File: src/rtl/calc_pkg.sv
// -----------------------------------------------------------------------------
// calc_pkg
// Shared definitions for the calculator display path.
//   state_e        : IDLE / SHIFT / DONE sequencing of the BCD converter
//   BCD_NIBBLE     : bits per BCD digit
//   BCD_ADJ_THRESH : nibble value at or above which shift-add-3 adds 3
//   max_decimal()  : largest value displayable with a given digit count
// -----------------------------------------------------------------------------
package calc_pkg;

   typedef enum logic [1:0] {
      IDLE  = 2'd0,
      SHIFT = 2'd1,
      DONE  = 2'd2
   } state_e;

   localparam int BCD_NIBBLE     = 4;
   localparam int BCD_ADJ_THRESH = 5;

   // 10^digits - 1, evaluated at elaboration time for the overflow compare.
   function automatic int max_decimal(input int digits);
      int r;
      r = 1;
      for (int i = 0; i < digits; i++) begin
         r = r * 10;
      end
      return r - 1;
   endfunction

endpackage : calc_pkg

File: src/rtl/bcd_convert_seq_if.sv
// -----------------------------------------------------------------------------
// bcd_convert_seq_if
// Request / result bundle between operation_ctrl (master) and the sequential
// binary-to-BCD converter (slave).
//   start    : conversion request (master -> slave)
//   bin_in   : unsigned binary magnitude, IN_W bits
//   neg_in   : sign of the result
//   busy     : conversion in progress
//   done     : one-cycle completion pulse
//   bcd_out  : packed BCD digits, digit 0 in bits [3:0]
//   neg_out  : captured sign, held with bcd_out
//   overflow : captured magnitude exceeded 10^DIGITS-1
// -----------------------------------------------------------------------------
interface bcd_convert_seq_if #(
   parameter int IN_W   = 14,
   parameter int DIGITS = 4
);
   import calc_pkg::*;

   logic                           start;
   logic [IN_W-1:0]                bin_in;
   logic                           neg_in;
   logic                           busy;
   logic                           done;
   logic [DIGITS*BCD_NIBBLE-1:0]   bcd_out;
   logic                           neg_out;
   logic                           overflow;

   modport master (
      output start, bin_in, neg_in,
      input  busy, done, bcd_out, neg_out, overflow
   );

   modport slave (
      input  start, bin_in, neg_in,
      output busy, done, bcd_out, neg_out, overflow
   );

endinterface : bcd_convert_seq_if

File: src/rtl/bcd_convert_seq_add3.sv
// -----------------------------------------------------------------------------
// bcd_add3
// Combinational shift-add-3 nibble correction: a BCD digit that would reach
// 10 or more after the next left shift is pre-biased by +3 so the shift
// carries cleanly into the next digit.
//   nib_i : BCD nibble before correction
//   nib_o : corrected nibble (nib_i >= 5 ? nib_i + 3 : nib_i)
// -----------------------------------------------------------------------------
module bcd_add3
   import calc_pkg::*;
(
   input  logic [BCD_NIBBLE-1:0] nib_i,
   output logic [BCD_NIBBLE-1:0] nib_o
);

   assign nib_o = (nib_i >= BCD_NIBBLE'(BCD_ADJ_THRESH))
                ? nib_i + BCD_NIBBLE'(3)
                : nib_i;

endmodule : bcd_add3

File: src/rtl/bcd_convert_seq.sv
// -----------------------------------------------------------------------------
// bcd_convert_seq
// Sequential binary-to-BCD converter (double dabble) feeding the per-digit
// seven-segment decoders. One conversion per accepted start; the result,
// sign and overflow flag are held stable between done pulses so the display
// never sees intermediate shift values.
//   clk : system clock, rising edge
//   rst : asynchronous active-low reset
//   bus : bcd_convert_seq_if.slave (start/bin_in/neg_in in,
//         busy/done/bcd_out/neg_out/overflow out)
// Latency: start accepted at edge N -> busy in cycles N+1..N+IN_W,
//          done in cycle N+IN_W+1.
// -----------------------------------------------------------------------------
module bcd_convert_seq
   import calc_pkg::*;
#(
   parameter int IN_W   = 14,
   parameter int DIGITS = 4
) (
   input  logic                 clk,
   input  logic                 rst,
   bcd_convert_seq_if.slave     bus
);

   localparam int BCD_W = DIGITS * BCD_NIBBLE;
   localparam int SR_W  = BCD_W + IN_W;
   localparam int CNT_W = $clog2(IN_W + 1);

   // Values above this are shown as all nines with the overflow flag set.
   localparam logic [IN_W-1:0]  MAX_DEC   = IN_W'(max_decimal(DIGITS));
   localparam logic [BCD_W-1:0] ALL_NINES = {DIGITS{4'h9}};

   // ---------------------------------------------------------------------------
   // State
   // ---------------------------------------------------------------------------
   state_e              state_q,   state_d;
   logic [SR_W-1:0]     sr_q,      sr_d;       // {BCD digits, binary remainder}
   logic [CNT_W-1:0]    cnt_q,     cnt_d;      // shifts still to perform
   logic                neg_cap_q, neg_cap_d;  // sign captured at acceptance
   logic                ovf_cap_q, ovf_cap_d;  // overflow captured at acceptance
   logic [BCD_W-1:0]    bcd_q,     bcd_d;      // displayed result
   logic                neg_q,     neg_d;
   logic                ovf_q,     ovf_d;

   // ---------------------------------------------------------------------------
   // Shift-add-3 datapath: correct every BCD nibble, then shift left by one.
   // ---------------------------------------------------------------------------
   logic [BCD_W-1:0]    adj_bcd;
   logic [SR_W-1:0]     sr_adj;
   logic [SR_W-1:0]     sr_shift;

   for (genvar d = 0; d < DIGITS; d++) begin : g_add3
      bcd_add3 u_add3 (
         .nib_i (sr_q[IN_W + d*BCD_NIBBLE +: BCD_NIBBLE]),
         .nib_o (adj_bcd[d*BCD_NIBBLE +: BCD_NIBBLE])
      );
   end

   assign sr_adj   = {adj_bcd, sr_q[IN_W-1:0]};
   // The bit shifted out of the top only matters for inputs above MAX_DEC,
   // and those are replaced by ALL_NINES anyway.
   assign sr_shift = sr_adj << 1;

   // ---------------------------------------------------------------------------
   // Next-state logic
   // ---------------------------------------------------------------------------
   always_comb begin
      // NOTE: every _d gets its hold value first so no path leaves a variable
      // unassigned, which would otherwise infer a latch.
      state_d   = state_q;
      sr_d      = sr_q;
      cnt_d     = cnt_q;
      neg_cap_d = neg_cap_q;
      ovf_cap_d = ovf_cap_q;
      bcd_d     = bcd_q;
      neg_d     = neg_q;
      ovf_d     = ovf_q;

      unique case (state_q)
         // IDLE and DONE accept a request identically; DONE accepting it gives
         // back-to-back conversions with no idle gap.
         IDLE, DONE: begin
            state_d = IDLE;
            if (bus.start) begin
               state_d   = SHIFT;
               sr_d      = {{BCD_W{1'b0}}, bus.bin_in};
               cnt_d     = CNT_W'(IN_W);
               neg_cap_d = bus.neg_in;
               ovf_cap_d = (bus.bin_in > MAX_DEC);
            end
         end

         SHIFT: begin
            sr_d  = sr_shift;
            cnt_d = cnt_q - CNT_W'(1);
            if (cnt_q == CNT_W'(1)) begin
               // Final shift: publish the result so it is already valid in
               // the DONE cycle, where done is asserted.
               state_d = DONE;
               bcd_d   = ovf_cap_q ? ALL_NINES : sr_shift[SR_W-1 -: BCD_W];
               neg_d   = neg_cap_q;
               ovf_d   = ovf_cap_q;
            end
         end

         default: begin
            state_d = IDLE;
         end
      endcase
   end

   // ---------------------------------------------------------------------------
   // State register
   // ---------------------------------------------------------------------------
   always_ff @(posedge clk or negedge rst) begin
      if (!rst) begin
         state_q   <= IDLE;
         sr_q      <= '0;
         cnt_q     <= '0;
         neg_cap_q <= 1'b0;
         ovf_cap_q <= 1'b0;
         bcd_q     <= '0;
         neg_q     <= 1'b0;
         ovf_q     <= 1'b0;
      end else begin
         // NOTE: non-blocking assignments so every register samples the
         // values from before this edge, independent of statement order.
         state_q   <= state_d;
         sr_q      <= sr_d;
         cnt_q     <= cnt_d;
         neg_cap_q <= neg_cap_d;
         ovf_cap_q <= ovf_cap_d;
         bcd_q     <= bcd_d;
         neg_q     <= neg_d;
         ovf_q     <= ovf_d;
      end
   end

   // ---------------------------------------------------------------------------
   // Outputs
   // ---------------------------------------------------------------------------
   assign bus.busy     = (state_q == SHIFT);
   assign bus.done     = (state_q == DONE);
   assign bus.bcd_out  = bcd_q;
   assign bus.neg_out  = neg_q;
   assign bus.overflow = ovf_q;

endmodule : bcd_convert_seq

File: src/flat_wrapper.sv
// flat-port wrapper written by rule: the top's interface ports become plain ports
module bcd_convert_seq_flat import calc_pkg::*;
#(
   parameter int IN_W   = 14,
   parameter int DIGITS = 4
)
  (clk, rst, bus_start, bus_bin_in, bus_neg_in, bus_busy, bus_done, bus_bcd_out, bus_neg_out, bus_overflow);
  bcd_convert_seq_if #(.IN_W(IN_W), .DIGITS(DIGITS)) bus_i ();
  input  logic clk;
  input  logic rst;
  input wire logic [$bits(bus_i.start)-1:0] bus_start;
  input wire logic [$bits(bus_i.bin_in)-1:0] bus_bin_in;
  input wire logic [$bits(bus_i.neg_in)-1:0] bus_neg_in;
  output wire logic [$bits(bus_i.busy)-1:0] bus_busy;
  output wire logic [$bits(bus_i.done)-1:0] bus_done;
  output wire logic [$bits(bus_i.bcd_out)-1:0] bus_bcd_out;
  output wire logic [$bits(bus_i.neg_out)-1:0] bus_neg_out;
  output wire logic [$bits(bus_i.overflow)-1:0] bus_overflow;
  assign bus_i.start = bus_start;
  assign bus_i.bin_in = bus_bin_in;
  assign bus_i.neg_in = bus_neg_in;
  assign bus_busy = bus_i.busy;
  assign bus_done = bus_i.done;
  assign bus_bcd_out = bus_i.bcd_out;
  assign bus_neg_out = bus_i.neg_out;
  assign bus_overflow = bus_i.overflow;
  bcd_convert_seq #(.IN_W(IN_W), .DIGITS(DIGITS)) u_core (.clk(clk), .rst(rst), .bus(bus_i));
endmodule
File: config.mk
export PLATFORM = sky130hd
export DESIGN_NAME = bcd_convert_seq_flat
export DESIGN_NICKNAME = d
export VERILOG_FILES = /design/src/rtl/calc_pkg.sv /design/src/rtl/bcd_convert_seq_if.sv /design/src/rtl/bcd_convert_seq_add3.sv /design/src/rtl/bcd_convert_seq.sv /design/src/flat_wrapper.sv
export SDC_FILE = /design/constraint.sdc
export NUM_CORES = 1
export LEC_CHECK = 0
export BUFFER_PORTS_ARGS = -buffer_cell sky130_fd_sc_hd__buf_2
export CAP_MARGIN = 25
export CORE_MARGIN = 3
export CORE_UTILIZATION = 60
export CTS_CLUSTER_SIZE = 16
export DETAILED_ROUTE_END_ITERATION = 10
export PLACE_DENSITY = 0.82
export SYNTH_ARGS = -nofsm -noshare
export SYNTH_HDL_FRONTEND = slang
export SYNTH_SLANG_ARGS = --single-unit
File: constraint.sdc
create_clock -name clk -period 2.45 [get_ports clk]
set_clock_uncertainty 0.2 [all_clocks]
set_input_delay 0.1225 -clock clk [delete_from_list [all_inputs] [get_ports clk]]
set_output_delay 0.1225 -clock clk [all_outputs]
set_load 0.01 [all_outputs]
==> flow_summary_export.csv <==
group,metric,value,unit
outcome,outcome,"finished clean",
pwr,ir_worst_vdd,723.1,uV
setup_path,r2r_slack,0.46,ns
clock_network,numCtsBuffers,5,
setup_path,slowest_stage,"dfrtp_1",
sta,setup_viol,0,
clock_network,cts.hold.buffers_added,16,
clock_network,cts_tree,"done",
layout,finish.utilization,0.7592,
sta,fin_crit_sh,0.8127,
placement,pre_cts_slack,0.4744,ns
sta,setup_tns,0,ns
drt,via_per_inst,5.621,
floorplanning,core,4115,sq um
clock_network,htreeDepth,2,
clock_network,cts_max_path_buffers,2,
floorplanning,io_pins,38,
worst_hold_path,hold_path.class,"primary input to asynchronous set/reset pin",
grt,overflow,0,
layout,finalNonFillerCells,351,
clock_network,clkTransAtPathRegs,0.10,ns
sta,timing.hold.ws,0.1365,ns
logic_synthesis,synthCells,247,
clock_network,clk_latency,0.31,ns
layout,final_layout_size_suffix_gt1_frac,0.2093,
logic_synthesis,avgSynthCellArea,10.71,sq um
layout,area_growth,18.06,%
drt,wirelength,5.226,mm
placement,gp_congestion,0.8001,
layout,stdcell_area,3124,sq um
grt,grt_pass1_wl,8.976,mm
clock_network,postCtsResizedCells,0,
floorplanning,dieHeight,72.41,um
logic_synthesis,synth_seq_cells,56,
setup_path,cpPeakStageDelay,0.39,ns
layout,fin_nets,328,
setup_path,cp_top_family,"simple AND/OR/NAND/NOR gates",
setup_path,endpoint_kind,"flop",
clock_network,cts_root_buffer,"clkbuf_8",
logic_synthesis,synth_seq_area_share,0.5296,
sta,tightest_slew,0.5870,ns
setup_path,critical_path_peak_fanout,34,
sta,max_freq,502.2,MHz
logic_synthesis,syn_nets,275,
grt,grt_pass1_vias,1944,
setup_path,r2r-end,"u_core.bus.bcd_out[3]",
floorplanning,die-area,5243,sq um
drt,wl_per_cell,14.89,um
setup_path,cp-start-kind,"flop",
logic_synthesis,yosys.cell_types.count,32,
sta,drv_slew,0,
clock_network,cts_setup_buffers,0,
drt,drt_iter0_markers,139,
drt,ant_nets,0,
setup_path,arrival,2.03,ns
pwr,cellPowerDensity,1317,nW/um^2
clock_network,cts_sinks,56,
placement,dp_hpwl,3.593,mm
grt,grt_antenna_before_repair,0,
layout,antenna_cells,0,
setup_path,cp_cell_sequence,"nand2b_1, inv_6, nand2_4, inv_2, nor2_1, a31oi_1",
logic_synthesis,ys.warnings.count,0,
placement,port_buffers,37,
logic_synthesis,syn_area,2646,sq um
sta,grt_setup_unrepaired,"no",
sta,period_needed,1.991,ns
drt,drc_errors,0,
sta,hold_viol_final,0,
setup_path,r2r-start,"u_core.state_q[1]",
pwr,p_leak,1.538,nW
floorplanning,rows,23,
setup_path,cp_data_required_time,2.49,ns
setup_path,r2r_cells,6,
placement,postPlaceCellArea,2848,sq um
drt,num_vias,1973,
grt,grt_start_max_net_pins,35,
grt,grt_use_total,0.2196,
setup_path,critPathKind,"flop to flop",
sta,slew_headroom,0.6086,
sta,layout_setup_ws,0.4588,ns
setup_path,critPathBufInv,2,
run,drv_cap,0,
drt,dr.pass1.iters,4,
floorplanning,start_util,0.6431,
floorplanning,die_x,72.41,um
pwr,total_power,4.114,mW
placement,dpl.cell_count,327,
-- cells in the mapped netlist (all sizes together) --
cell	count	area (sq um)
o21bai	1	7.510
nand2b	5	31.28
xnor2	4	35.03
a21oi	14	96.34
a211oi	2	15.01
nor2	10	52.55
o21ai	14	70.06
mux2i	4	40.04
nand3	5	25.02
nand2	41	161.4
nor3b	8	71.32
nor4	1	6.260
a22o	18	157.7
dfrtp	56	1401
a31oi	6	37.54
buf	12	96.33
a22oi	14	105.1
nor2b	2	12.51
nor3	5	25.02
ha	10	125.1
mux2	1	11.26
o311ai	1	8.760
inv	13	53.80
-- power breakdown --
group	total, mW	switching [mW]	internal [mW]
clock	0.606	0.298	0.308
combinational	1.81	1.01	0.807
sequential	1.70	0.345	1.35
total	4.11	1.65	2.47
-- worst max-delay path by stage --
stage / start / end / slack (ns) / cells past startpoint
after floorplan: u_core.sr_q[18] / u_core.bus.bcd_out[6] / 0.89 / 6
after detailed placement: u_core.state_q[1] / u_core.bus.bcd_out[1] / 0.47 / 5
final: u_core.state_q[1] / u_core.bus.bcd_out[3] / 0.46 / 6
after CTS: u_core.state_q[1] / u_core.bus.bcd_out[5] / 0.46 / 5
after global placement: u_core.state_q[1] / u_core.bus.bcd_out[5] / 0.53 / 5
after global routing: u_core.state_q[1] / u_core.bus.bcd_out[3] / 0.28 / 6
-- per-layer routing --
metal / track usage / vias up / part of all wire
met2: 0.3579 / 47 / 0.47
met4: 0.07172 / 0 / 0.015
met5: 0 / - / 0
met1: 0.2945 / 946 / 0.47
met3: 0.04709 / 8 / 0.046
li1: - / 972 / -
-- cells in the final DEF, fill, tap and decap left out --
cell / count
a211oi_1: 2
xnor2_1: 4
bufinv_16: 1
mux2_1: 1
ha_1: 10
nand3_1: 5
nor2_4: 2
nand2_1: 40
o311ai_0: 1
inv_1: 11
nor3_1: 5
clkbuf_8: 5
buf_12: 1
inv_2: 1
a21oi_2: 7
buf_2: 37
a31oi_1: 6
nor3b_1: 7
nor2b_1: 2
dfrtp_1: 56
a22oi_1: 14
inv_6: 1
nand2b_1: 5
dlygate4sd3_1: 16
nand2_4: 1
nor4_1: 1
a21oi_1: 7
o21ai_1: 7
a22o_1: 18
o21bai_1: 1
mux2i_1: 4
buf_4: 4
clkinv_4: 2
nor3b_4: 1
nor2_1: 8
o21ai_0: 7
-- worst reg2reg max path, stage by stage (launching register included) --
cell and delay [ns]:
dfrtp_1 0.39, nand2b_1 0.34, inv_6 0.34, nand2_4 0.19
inv_2 0.24, nor2_1 0.07, a31oi_1 0.15
-- flip-flops by register name, summed over array words and instances, names as in the netlist --
register	flops
u_core.sr_q	30
u_core.bus.bcd_out	16
u_core.bus.overflow	1
u_core.bus.neg_out	1
u_core.state_q	2
u_core.ovf_cap_q	1
u_core.cnt_q	4
u_core.neg_cap_q	1
-- cell type report --
cell class | instances | area, sq um
clock buffer | 5 | 68.82
clock inverter | 3 | 47.55
fill | 275 | 991.0
inverter | 13 | 53.80
multi-input combinational | 166 | 1095
sequential | 56 | 1401
tap | 50 | 62.56
timing repair buffer | 58 | 395.4
-- cells by family (layout without fill, tap and decap cells) --
kind of cell	count (synthesis)	count (layout)	share of synthesized area
buffers and inverters	25	79	0.05673
multiplexers	5	5	0.01939
XOR/XNOR	4	4	0.01324
AND/OR/NAND/NOR	77	77	0.1456
AO/OA/AOI/OAI	70	70	0.1882
adder cells (fa/ha/maj)	10	10	0.04728
flip-flops	56	56	0.5295
(Power assumes the default switching activity.)
